**config.mk**
```make
export PLATFORM = sky130hd
export DESIGN_NAME = store_pack
export DESIGN_NICKNAME = d
export VERILOG_FILES = /design/src/rtl/store_pack.sv
export SDC_FILE = /design/constraint.sdc
export NUM_CORES = 1
export LEC_CHECK = 0
export CAP_MARGIN = 20
export CORE_MARGIN = 2
export CORE_UTILIZATION = 54
export CTS_CLUSTER_SIZE = 8
export DETAILED_ROUTE_END_ITERATION = 12
export GPL_TIMING_DRIVEN = 0
export MAX_ROUTING_LAYER = met4
export PLACE_DENSITY = 0.95
export SYNTH_ARGS = -nofsm -noshare
export SYNTH_HDL_FRONTEND = slang
export SYNTH_SLANG_ARGS = --single-unit
export TNS_END_PERCENT = 50
```
**constraint.sdc**
```tcl
create_clock -name clk -period 10.25 [get_ports clk]
set_clock_uncertainty 0.2 [all_clocks]
set_input_delay 2.05 -clock clk [delete_from_list [all_inputs] [get_ports clk]]
set_output_delay 2.05 -clock clk [all_outputs]
set_load 0.005 [all_outputs]
```
**src/rtl/store_pack.sv**
```systemverilog
// store_pack: MEM-stage store packer and in-order write buffer.
// Replicates the store byte/halfword across the 32-bit word, builds the byte
// enable, flags AdES for misaligned or illegal targets, and queues legal
// stores in a small FIFO that drains to the bridge one entry at a time.
//
// Handshake semantics (both sides):
//   upstream   : a store is accepted on a rising edge when st_valid=1,
//                st_op!=00, st_exc=0 and st_ready=1. st_ready depends only on
//                the buffer occupancy, never on bus_ack or on st_valid.
//   downstream : the head entry is offered while bus_req=1 and is consumed on
//                a rising edge when bus_req=1 and bus_ack=1. The head holds
//                steady until consumed; bus_ack with bus_req=0 has no effect.
module store_pack #(
   parameter int          DEPTH     = 2,
   parameter logic [31:0] DM_END    = 32'h0000_2FFF,
   parameter logic [31:0] TIM0_BASE = 32'h0000_7F00,
   parameter logic [31:0] TIM1_BASE = 32'h0000_7F10
) (
   input  logic        clk,
   input  logic        reset,
   input  logic        st_valid,
   input  logic [1:0]  st_op,
   input  logic [31:0] st_addr,
   input  logic [31:0] st_data,
   output logic        st_ready,
   output logic        st_exc,
   output logic        bus_req,
   output logic [31:0] bus_addr,
   output logic [31:0] bus_wdata,
   output logic [3:0]  bus_be,
   input  logic        bus_ack,
   output logic        empty
);

   localparam int PW = (DEPTH > 1) ? $clog2(DEPTH) : 1;
   localparam int CW = $clog2(DEPTH + 1);

   localparam logic [1:0] OP_NONE = 2'b00;
   localparam logic [1:0] OP_SB   = 2'b01;
   localparam logic [1:0] OP_SH   = 2'b10;
   localparam logic [1:0] OP_SW   = 2'b11;

   // Timer register windows are 12 bytes; offset 8 is the read-only COUNT.
   localparam logic [31:0] TIM_SPAN  = 32'd12;
   localparam logic [31:0] TIM_COUNT = 32'd8;

   // Packed request
   logic [31:0] pk_data;
   logic [3:0]  pk_be;

   // Address classification
   logic [31:0] t0_off;
   logic [31:0] t1_off;
   logic        in_dm;
   logic        in_t0;
   logic        in_t1;
   logic        in_tim;
   logic        to_count;
   logic        misaligned;
   logic        bad_target;

   // FIFO state
   logic [29:0] mem_waddr [DEPTH];
   logic [31:0] mem_data  [DEPTH];
   logic [3:0]  mem_be    [DEPTH];
   logic [PW-1:0] wr_ptr;
   logic [PW-1:0] rd_ptr;
   logic [CW-1:0] count;
   logic          full;
   logic          push;
   logic          pop;

   // Replicate the low byte/halfword and derive the byte enable from the address.
   always_comb begin
      pk_data = '0;
      pk_be   = '0;
      case (st_op)
         OP_SB: begin
            pk_data = {4{st_data[7:0]}};
            pk_be   = 4'b0001 << st_addr[1:0];
         end
         OP_SH: begin
            pk_data = {2{st_data[15:0]}};
            pk_be   = st_addr[1] ? 4'b1100 : 4'b0011;
         end
         OP_SW: begin
            pk_data = st_data;
            pk_be   = 4'b1111;
         end
         default: begin
            pk_data = '0;
            pk_be   = '0;
         end
      endcase
   end

   // Classify the target address and decide whether the store raises AdES.
   always_comb begin
      t0_off     = st_addr - TIM0_BASE;
      t1_off     = st_addr - TIM1_BASE;
      in_dm      = (st_addr <= DM_END);
      in_t0      = (st_addr >= TIM0_BASE) && (t0_off < TIM_SPAN);
      in_t1      = (st_addr >= TIM1_BASE) && (t1_off < TIM_SPAN);
      in_tim     = in_t0 || in_t1;
      to_count   = (in_t0 && (t0_off == TIM_COUNT)) || (in_t1 && (t1_off == TIM_COUNT));
      misaligned = 1'b0;
      bad_target = 1'b0;
      case (st_op)
         OP_SB: begin
            misaligned = 1'b0;
            bad_target = in_tim || !in_dm;
         end
         OP_SH: begin
            misaligned = st_addr[0];
            bad_target = in_tim || !in_dm;
         end
         OP_SW: begin
            misaligned = (st_addr[1:0] != 2'b00);
            bad_target = (!in_dm && !in_tim) || to_count;
         end
         default: begin
            misaligned = 1'b0;
            bad_target = 1'b0;
         end
      endcase
      st_exc = st_valid && (st_op != OP_NONE) && (misaligned || bad_target);
   end

   assign full     = (count == CW'(DEPTH));
   assign empty    = (count == '0);
   assign st_ready = !full;
   assign push     = !reset && st_valid && (st_op != OP_NONE) && !st_exc && st_ready;
   assign pop      = !reset && bus_req && bus_ack;

   // Head entry toward the bridge; outputs read as zero when nothing is queued.
   assign bus_req   = !empty;
   assign bus_addr  = empty ? 32'h0 : {mem_waddr[rd_ptr], 2'b00};
   assign bus_wdata = empty ? 32'h0 : mem_data[rd_ptr];
   assign bus_be    = empty ? 4'h0  : mem_be[rd_ptr];

   // Pointer and occupancy bookkeeping; reset discards everything buffered.
   always_ff @(posedge clk) begin
      if (reset) begin
         wr_ptr <= '0;
         rd_ptr <= '0;
         count  <= '0;
      end else begin
         if (push) wr_ptr <= wr_ptr + PW'(1);
         if (pop)  rd_ptr <= rd_ptr + PW'(1);
         case ({push, pop})
            2'b10:   count <= count + CW'(1);
            2'b01:   count <= count - CW'(1);
            default: count <= count;
         endcase
      end
   end

   // Entry storage; only the slot at the write pointer changes on a push.
   always_ff @(posedge clk) begin
      if (push) begin
         mem_waddr[wr_ptr] <= st_addr[31:2];
         mem_data[wr_ptr]  <= pk_data;
         mem_be[wr_ptr]    <= pk_be;
      end
   end

endmodule

```
==> results.txt, run 1 <==
crit path kind - input port to output port
status - complete, no violations
Initial Util - 55.12%
Ys Warns - 0
CTS Buf Count - 17
final setup margin - 2.684 ns
Cell Area, Synth - 6294 µm²
Switching Share - 22.09%
final setup TNS - 0 ns
Most used DFF post-synth - edfxtp_1
max_slew headroom - 38.45%
share of total power in the clock network - 45.1%
pre-CTS worst setup slack - 2.821 ns
placed wire-length estimate - 11320 µm
Final ANT Viol Nets - 0
worst hold path cell count - 1
synth unique cells - 54
top-area cell type share of the netlist area - 62.98%
die width - 112.0 µm
startpoint type of the worst setup path - input port
pwr dens - 166.1 nW/µm²
worst setup path endpoint - st_exc
clk root buf - clkbuf_16
DR vias/cell - 5.990
Post-synth EDFFs - 132
DRT iter0 DRCs - 462
Tmin final - 7.566 ns
number of remaining DRC errors - 0
post-DR wirelength/cell - 20.75 µm
Non-Filler Instances - 806
CP endpoint kind - output port
Worst EP required - 8.00 ns
asr flop ratio synth - 0%
CTS tree - yes
fin nets - 725
CP max FO - 5
GP Congestion - 0.9185
Clock Path Buffers - 2
ant diodes - 0
Worst Setup SP - st_addr[6]
post-synth top area cell - edfxtp_1
Hold Fails Final Rpt - 0
row count - 39
total global-route track usage - 27.72%
number of global-route vias before repair - 4879
Synth Instances - 489
PostCTS Resize Cnt - 0
final setup fails - 0
dominant cells by area after synthesis - edfxtp_1, mux2i_1, nor2_1
Die Y - 112.0 µm
# IOs - 142
area of the core - 11420 µm²
total number of H-tree levels - 4
max cap viols - 0
layout cells sized above 1 - 7.089%
P_int - 1.106 mW
largest net degree at the start of global routing - 67
RSZ-0062 raised after global routing - no
Post-CTS Hold Fix Bufs - 0
Leakage Power - 2.772 nW
routing usage on met3 - 5.661%
vias - 4828
FF-to-FF setup slack - 7.93 ns
worst skew pair latency - 0.41 ns
Post-CTS Setup Bufs - 0
DRT Pass-1 Iters - 5
WP data arrival - 5.32 ns
first-pass GRT wire length - 25800 µm
met2 Use GR - 44.12%
sequential area share after synthesis - 64.57%
FF-to-FF path depth - 7
post-layout util - 74.82%
actual slew at the worst max-slew pin - 0.9232 ns
Mean Syn Cell Area - 12.87 µm²
clock transition at the registers of the reported paths - 0.05 ns
net switching power - 0.3134 mW
maximum clock frequency - 132.2 MHz
FF+latch count, synth - 137
met1 GRT Util - 34.84%
worst reg2reg endpoint - mem_data[0][2]
fillers - 754
Hold/Removal Path Class - flip-flop to flip-flop
most used routing layer - met2
Slew Viols, Final - 0
full die area - 12530 µm²
P&R area growth vs syn - 35.75%
Inst Count DP - 774
Final Cycle Share - 73.82%
initial antenna violation count - 0
sequential share of power - 44.3%
Detailed Route WL - 16730 µm
reg-to-reg startpoint - count[0]
Worst VDD drop - 0.1079 mV
GR Overflow Total - 0
CTS Sinks - 137
I/O Buffers - 139
Combinational Power Share - 10.6%
-- cells in the final DEF (no fill, tap or decap), types with 5 or more instances in the layout --
cell type	synthesis	routed
clkdlybuf4s50_1	0	139
a21oi_1	14	14
nand3_1	5	5
a222oi_1	6	6
dfxtp_1	5	5
nor4_1	5	5
edfxtp_1	132	132
nor2_1	107	106
clkbuf_16	0	17
ha_1	5	5
inv_1	7	7
mux2i_1	69	69
and2_1	8	8
a22oi_1	16	16
nor3_1	6	6
nand2_1	15	15
clkbuf_1	22	22
nand4_1	6	6
-- cell families after synthesis --
group / count (synthesis) / synth area share (%)
multiplexers: 69 / 10.97
AO/OA/AOI/OAI: 59 / 6.899
buffers and inverters: 36 / 2.386
XOR/XNOR: 5 / 0.6960
AND/OR/NAND/NOR: 177 / 13.42
adder cells (fa/ha/maj): 5 / 0.9940
other: 1 / 0.05958
flip-flops: 137 / 64.57
-- cell type report --
| class | instances | area, µm² | area share (%) |
|---|---|---|---|
| Clock inverter | 15 | 197.7 | 2.314 |
| Multi-Input combinational cell | 317 | 2096 | 24.53 |
| Buffer | 29 | 123.9 | 1.450 |
| Sequential cell | 137 | 4064 | 47.57 |
| Timing Repair Buffer | 141 | 1431 | 16.75 |
| Tap cell | 143 | 178.9 | 2.094 |
| Inverter | 7 | 26.28 | 0.3076 |
| Clock buffer | 17 | 425.4 | 4.979 |
-- power groups by stage --
stage | Sequential (mW) | Combinational (mW) | Clock [mW]
after floorplan | 0.640 | 0.0631 | 0
after global placement | 0.641 | 0.141 | 0
after detailed placement | 0.640 | 0.147 | 0
after CTS | 0.629 | 0.149 | 0.645
after global routing | 0.629 | 0.161 | 0.668
final | 0.629 | 0.151 | 0.640
-- synthesized netlist by cell type, types with 2 or more instances --
library cell and n:
or3_1 3, a21oi_1 14, buf_1 4, nor3_1 6, ha_1 5, a222oi_1 6
nor2_1 107, inv_1 7, nor4_1 5, nand4_1 6, edfxtp_1 132, nand2_1 15
nand2b_1 2, and2_1 8, nor4b_1 2, xor2_1 3, a2111o_1 2, mux2i_1 69
clkbuf_1 22, a211oi_1 4, o21ai_0 3, o31ai_1 3, buf_4 2, xnor2_1 2
dfxtp_1 5, and4_1 2, and3_1 2, nand3b_1 2, a22oi_1 16, nand3_1 5
or2_2 2
-- state kept, by name (all words and copies together) (netlist names), named ones only --
name	count
count	2
mem_be	8
mem_data	64
mem_waddr	60
rd_ptr	1
wr_ptr	1
-- worst max-delay path, cell delays in order --
cell and delay [ns]:
clkdlybuf4s50_1 0.49, nor4_1 0.72, nor3_1 0.26, nor4b_1 0.36, o32ai_1 0.17, nor4_2 0.32
mux2i_1 0.32, a21oi_1 0.11, clkdlybuf4s50_1 0.51
-- metrics by stage --
step / instance area [µm²] / hold WS [ns] / total power, mW
2_1_floorplan: 6297 / 0.2397 / 0.7033
4_1_cts: 8543 / 0.3309 / 1.423
6_report: 8543 / 0.3324 / 1.419
3_5_place_dp: 7920 / 0.2951 / 0.7870
5_1_grt: 8543 / 0.3583 / 1.458
3_3_place_gp: 7868 / 0.2527 / 0.7813
-- layer usage --
layer / wire (µm) / part of all wire [%]
met1: 6643 / 40
met2: 8356 / 50
met3: 1176 / 7.0
met4: 552 / 3.3
met5: 0 / 0
-- worst min-delay path by stage --
stage,slack [ns],from,to
final,0.33,wr_ptr,wr_ptr
after global routing,0.36,wr_ptr,wr_ptr
after CTS,0.33,wr_ptr,wr_ptr
after detailed placement,0.30,count[1],count[1]
after global placement,0.25,wr_ptr,wr_ptr
after floorplan,0.24,wr_ptr,wr_ptr
Power figures use the tool's default switching activity.
==> run 2, diff against run 1 <==
--- a/config.mk
+++ b/config.mk
@@ -7,12 +7,12 @@
 export LEC_CHECK = 0
 export CAP_MARGIN = 20
 export CORE_MARGIN = 2
-export CORE_UTILIZATION = 54
+export CORE_UTILIZATION = 51
 export CTS_CLUSTER_SIZE = 8
 export DETAILED_ROUTE_END_ITERATION = 12
 export GPL_TIMING_DRIVEN = 0
 export MAX_ROUTING_LAYER = met4
-export PLACE_DENSITY = 0.95
+export PLACE_DENSITY = 0.91
 export SYNTH_ARGS = -nofsm -noshare
 export SYNTH_HDL_FRONTEND = slang
 export SYNTH_SLANG_ARGS = --single-unit
==> constraint.sdc (replaced) <==
create_clock -name clk -period 7.3 [get_ports clk]
set_clock_uncertainty 0.2 [all_clocks]
set_input_delay 1.46 -clock clk [delete_from_list [all_inputs] [get_ports clk]]
set_output_delay 1.46 -clock clk [all_outputs]
set_load 0.005 [all_outputs]
==> run 2 against run 1 <==
Against the previous run: sequential power up 40%; register-to-register slack worse by 3.3 ns; combinational power up 38%; worst hold slack worse by 0.011 ns.
==> results.txt, run 2 (synthesis gave the netlist of run 1 again) <==
clk root buf - clkbuf_16
max reg flops - 64
hold slack - 0.3212 ns
CP max FO - 9
Clock Path Buffers - 2
layout cells sized above 1 - 7.240%
Slowest cell on crit path - clkdlybuf4s50_1
number of global-route vias before repair - 4625
# IOs - 142
Hold Fails Final Rpt - 0
leading cell types in the layout, fill and taps excluded - clkdlybuf4s50_1, edfxtp_1, nor2_1, mux2i_1, clkbuf_1
commonest non-fill, non-tap cell in the layout - clkdlybuf4s50_1
largest registers - mem_data: 64 flops, mem_waddr: 60 flops, mem_be: 8 flops
die width - 115.1 µm
Die Y - 115.1 µm
row count - 40
max_slew headroom - 38.85%
Combinational Power Share - 10.5%
first-pass GRT wire length - 24460 µm
net switching power - 0.4393 mW
Worst EP required - 5.64 ns
GP Congestion - 0.9063
final setup margin - 1.021 ns
area of the core - 12010 µm²
Switching Share - 22.06%
WP data arrival - 4.62 ns
DRT iter0 DRCs - 458
critical path, cell by cell - clkdlybuf4s50_1, or4b_2, a211o_2, o311ai_0, nand3_1, nor4_2, mux2i_1, a21oi_1, clkdlybuf4s50_1
placed wire-length estimate - 11370 µm
Tmin final - 6.279 ns
area taken by multi-input logic gates - 2096 µm²
Worst Setup SP - st_addr[15]
number of remaining DRC errors - 0
most used cell, CP - clkdlybuf4s50_1
initial antenna violation count - 0
RSZ-0062 raised after global routing - no
share of total power in the clock network - 45.2%
Biggest register - mem_data
final setup TNS - 0 ns
CTS Buf Count - 17
fin nets - 725
Initial Util - 52.40%
sequential share of power - 44.3%
Hold Startpoint - wr_ptr
ant diodes - 0
P&R area growth vs syn - 35.98%
crit path kind - input port to output port
GR Overflow Total - 0
reg-to-reg startpoint - count[0]
DR vias/cell - 5.799
status - complete, no violations
largest net degree at the start of global routing - 67
DRT Pass-1 Iters - 7
CTS Sinks - 137
full die area - 13240 µm²
slowest stage delay, CP - 0.70 ns
Hold/Removal Path Class - flip-flop to flip-flop
clock transition at the registers of the reported paths - 0.06 ns
I/O Buffers - 139
Post-CTS Hold Fix Bufs - 0
final setup fails - 0
post-DR wirelength/cell - 19.85 µm
pre-CTS worst setup slack - 1.046 ns
PostCTS Resize Cnt - 0
Slew Viols, Final - 0
Leakage Power - 2.769 nW
CP endpoint kind - output port
worst skew pair latency - 0.41 ns
vias - 4697
Storage cell area - 4064 µm²
max cap viols - 0
fillers - 807
P_int - 1.552 mW
CTS tree - yes
pwr dens - 232.6 nW/µm²
total global-route track usage - 25.43%
Post-CTS Setup Bufs - 0
maximum clock frequency - 159.3 MHz
Detailed Route WL - 16080 µm
Final Cycle Share - 86.01%
startpoint type of the worst setup path - input port
Worst VDD drop - 0.1669 mV
Final ANT Viol Nets - 0
actual slew at the worst max-slew pin - 0.9173 ns
total number of H-tree levels - 4
-- run 2: cell count changes in the layout (fill, tap and decap cells not counted) --
cell,delta
clkinvlp_4,+2
inv_6,-2
clkinv_1,-1
clkinv_4,+1
buf_12,-1
buf_16,+1
-- run 2: path summary, 6_finish.rpt --
check                    end  slack [ns]  depth (start not counted)
max                   st_exc        1.02                          9
min                   wr_ptr        0.32                          1
max reg2reg  mem_data[0][22]        4.59                          7
min reg2reg           wr_ptr        0.32                          1
-- run 2: worst max-delay path: cells and delay by family --
kind / cells / cell delay [ns]
buffers and inverters: 2 / 1.25
AND/OR/NAND/NOR: 3 / 1.02
AO/OA/AOI/OAI: 3 / 0.73
multiplexers: 1 / 0.15
-- run 2: through the flow --
step                instances  power, mW  cell area [µm²]  util [%]
floorplan                 490     0.9875             6297         -
global placement          776      1.097             7873     65.54
CTS                       810      1.995             8558     71.25
finish                    810      1.991             8558     71.25
detailed placement        778      1.105             7933     66.04
global route              810      2.046             8558     71.25
-- run 2: per-layer routing --
layer  vias to the layer above  global-route usage (%)  routed length (µm)  share of wire [%]
li1                       2157                       -                   -                  -
met1                      2280                   33.46                6664                 41
met2                       220                   39.53                7940                 49
met3                        40                   3.848                 968                6.0
met4                         0                   11.33                 505                3.1
met5                         -                       -                   0                  0
-- run 2: layout make-up --
cell class                 instances  area share [%]
buffer                            29           1.447
inverter                           7          0.3070
tap                              147           2.149
timing repair buffer             141           16.81
clock inverter                    15           2.339
clock buffer                      17           4.971
multi-input combinational        317           24.49
sequential                       137           47.49
-- run 2: power groups by stage --
stage          Clock (mW)  Combinational [mW]  Sequential (mW)
6_report            0.899               0.209            0.883
5_1_grt             0.937               0.225            0.883
4_1_cts             0.904               0.208            0.883
3_5_place_dp            0               0.206            0.899
3_3_place_gp            0               0.198            0.900
2_1_floorplan           0              0.0886            0.899
==> run 3, diff against run 2 <==
--- a/config.mk
+++ b/config.mk
@@ -7,12 +7,12 @@
 export LEC_CHECK = 0
 export CAP_MARGIN = 20
 export CORE_MARGIN = 2
-export CORE_UTILIZATION = 51
+export CORE_UTILIZATION = 25
 export CTS_CLUSTER_SIZE = 8
 export DETAILED_ROUTE_END_ITERATION = 12
 export GPL_TIMING_DRIVEN = 0
 export MAX_ROUTING_LAYER = met4
-export PLACE_DENSITY = 0.91
+export PLACE_DENSITY = 0.55
 export SYNTH_ARGS = -nofsm -noshare
 export SYNTH_HDL_FRONTEND = slang
 export SYNTH_SLANG_ARGS = --single-unit
==> run 3 against run 2 <==
Against the previous run: worst hold slack lost 0.014 ns; critical path type unchanged; register-to-register slack improved by 0.36 ns; first-iteration DRC count shrank 39%; utilization fell by 36 points; largest power group is now registers; non-clock buffer count rose by 1.
==> results.txt, run 3 (synthesis gave the netlist of run 1 again) <==
status - complete, no violations
Final ANT Viol Nets - 0
maximum clock frequency - 155.5 MHz
Hold/Removal Path Class - flip-flop to flip-flop
crit path kind - input port to output port
PostCTS Resize Cnt - 0
FF-to-FF path depth - 6
CP max FO - 5
I/O Buffers - 139
worst reg2reg endpoint - mem_waddr[0][8]
vias - 4479
critical path, cell by cell - clkdlybuf4s50_1, nor4_1, and2_1, o221ai_1, a2111o_1, nor4_2, mux2i_1, a21oi_1, clkdlybuf4s50_1
leading cell types in the layout, fill and taps excluded - clkdlybuf4s50_1, edfxtp_1, nor2_1, mux2i_1, clkbuf_1
GP Congestion - 0.8390
most used cell, CP - clkdlybuf4s50_1
pwr dens - 220.9 nW/µm²
CTS tree - yes
reg-to-reg startpoint - count[0]
# IOs - 142
P&R area growth vs syn - 39.18%
WP data arrival - 4.77 ns
Power Total - 1.935 mW
total number of H-tree levels - 4
Slowest cell on crit path - nor4_1
max cap viols - 0
Die Y - 162.7 µm
largest net degree at the start of global routing - 39
worst setup path endpoint - st_exc
GR Overflow Total - 0
placed cell areas - 8174 µm²
WL met2 - 8533 µm
Hold Fails Final Rpt - 0
first-pass GRT wire length - 26380 µm
area of the core - 24960 µm²
actual slew at the worst max-slew pin - 0.9293 ns
WL met1 - 7932 µm
full die area - 26460 µm²
CP endpoint kind - output port
RSZ-0062 raised after global routing - no
Clock Path Buffers - 2
Post-CTS Hold Fix Bufs - 0
Combinational Power Share - 10.9%
die width - 162.7 µm
CTS Sinks - 137
Worst Setup SP - st_addr[21]
clock transition at the registers of the reported paths - 0.06 ns
share of total power in the clock network - 43.6%
post-DR wirelength/cell - 17.68 µm
fin nets - 726
DRT iter0 DRCs - 280
Biggest register - mem_data
CTS Buf Count - 17
slowest stage delay, CP - 0.72 ns
final setup fails - 0
Tmin final - 6.430 ns
max reg flops - 64
max_slew headroom - 38.05%
Post-CTS Setup Bufs - 0
Non-Filler Instances - 995
largest registers - mem_data: 64 flops, mem_waddr: 60 flops, mem_be: 8 flops
Leakage Power - 2.752 nW
commonest non-fill, non-tap cell in the layout - clkdlybuf4s50_1
met3 wire length - 754 µm
final setup margin - 0.8704 ns
pre-CTS worst setup slack - 0.8682 ns
sequential share of power - 45.6%
Final Cycle Share - 88.08%
startpoint type of the worst setup path - input port
DRT Pass-1 Iters - 4
final instance area - 8760 µm²
row count - 58
DR vias/cell - 4.502
highest metal used - met4
initial antenna violation count - 1
fillers - 2518
Worst EP required - 5.64 ns
number of global-route vias before repair - 4576
Slew Viols, Final - 0
placed wire-length estimate - 12850 µm
Worst VDD drop - 0.1034 mV
net switching power - 0.4729 mW
Initial Util - 25.21%
layout cells sized above 1 - 7.530%
number of remaining DRC errors - 0
worst skew pair latency - 0.41 ns
Inst Count DP - 962
FF-to-FF setup slack - 4.95 ns
total global-route track usage - 13.81%
Detailed Route WL - 17600 µm
hold slack - 0.3070 ns
clk root buf - clkbuf_16
P_int - 1.462 mW
Switching Share - 24.43%
-- run 3: worst min-delay path by stage --
stage / to / startpoint / slack, ns / cells past startpoint
final: flip-flop / rd_ptr / 0.31 / 2
after global routing: rd_ptr / rd_ptr / 0.33 / 2
after CTS: count[1] / count[1] / 0.31 / 2
after detailed placement: rd_ptr / rd_ptr / 0.30 / 2
after global placement: wr_ptr / wr_ptr / 0.25 / 1
after floorplan: wr_ptr / wr_ptr / 0.24 / 1
-- run 3: per-stage QoR --
| stage | TNS, ns | util (%) |
|---|---|---|
| after floorplan | 0 | - |
| after global placement | -180.68 | 32.45 |
| after detailed placement | 0 | 32.74 |
| after CTS | 0 | 35.08 |
| after global routing | 0 | 35.09 |
| final | 0 | 35.09 |
-- run 3: worst max-delay path: cells and delay by family --
kind            cells  cell delay [ns]
compound gates      3             0.71
buf+inv             2             1.05
mux                 1             0.17
simple gates        3             1.38
-- run 3: area by class of cell --
type / instances / area, µm² / area share, %
well taps: 330 / 412.9 / 4.714
plain buffers: 29 / 123.9 / 1.414
diodes: 1 / 2.502 / 0.02857
clock inverters: 15 / 157.7 / 1.800
clock buffers: 17 / 425.4 / 4.856
flip-flops and latches: 137 / 4064 / 46.39
repair buffers: 142 / 1451 / 16.57
inverters: 7 / 26.28 / 0.3000
multi-input cells: 317 / 2096 / 23.93
-- run 3: power groups by stage --
stage               Clock [mW]  Sequential (mW)  Combinational (mW)
floorplan                    0            0.899              0.0886
global placement             0            0.900               0.210
detailed placement           0            0.899               0.213
CTS                      0.862            0.882               0.213
global route             0.895            0.882               0.230
finish                   0.843            0.882               0.211
-- run 3: per-layer routing --
layer | global-route usage (%) | up-vias
li1 | - | 2157
met1 | 17.19 | 2196
met2 | 21.90 | 99
met3 | 2.674 | 27
met4 | 6.154 | 0
met5 | - | -
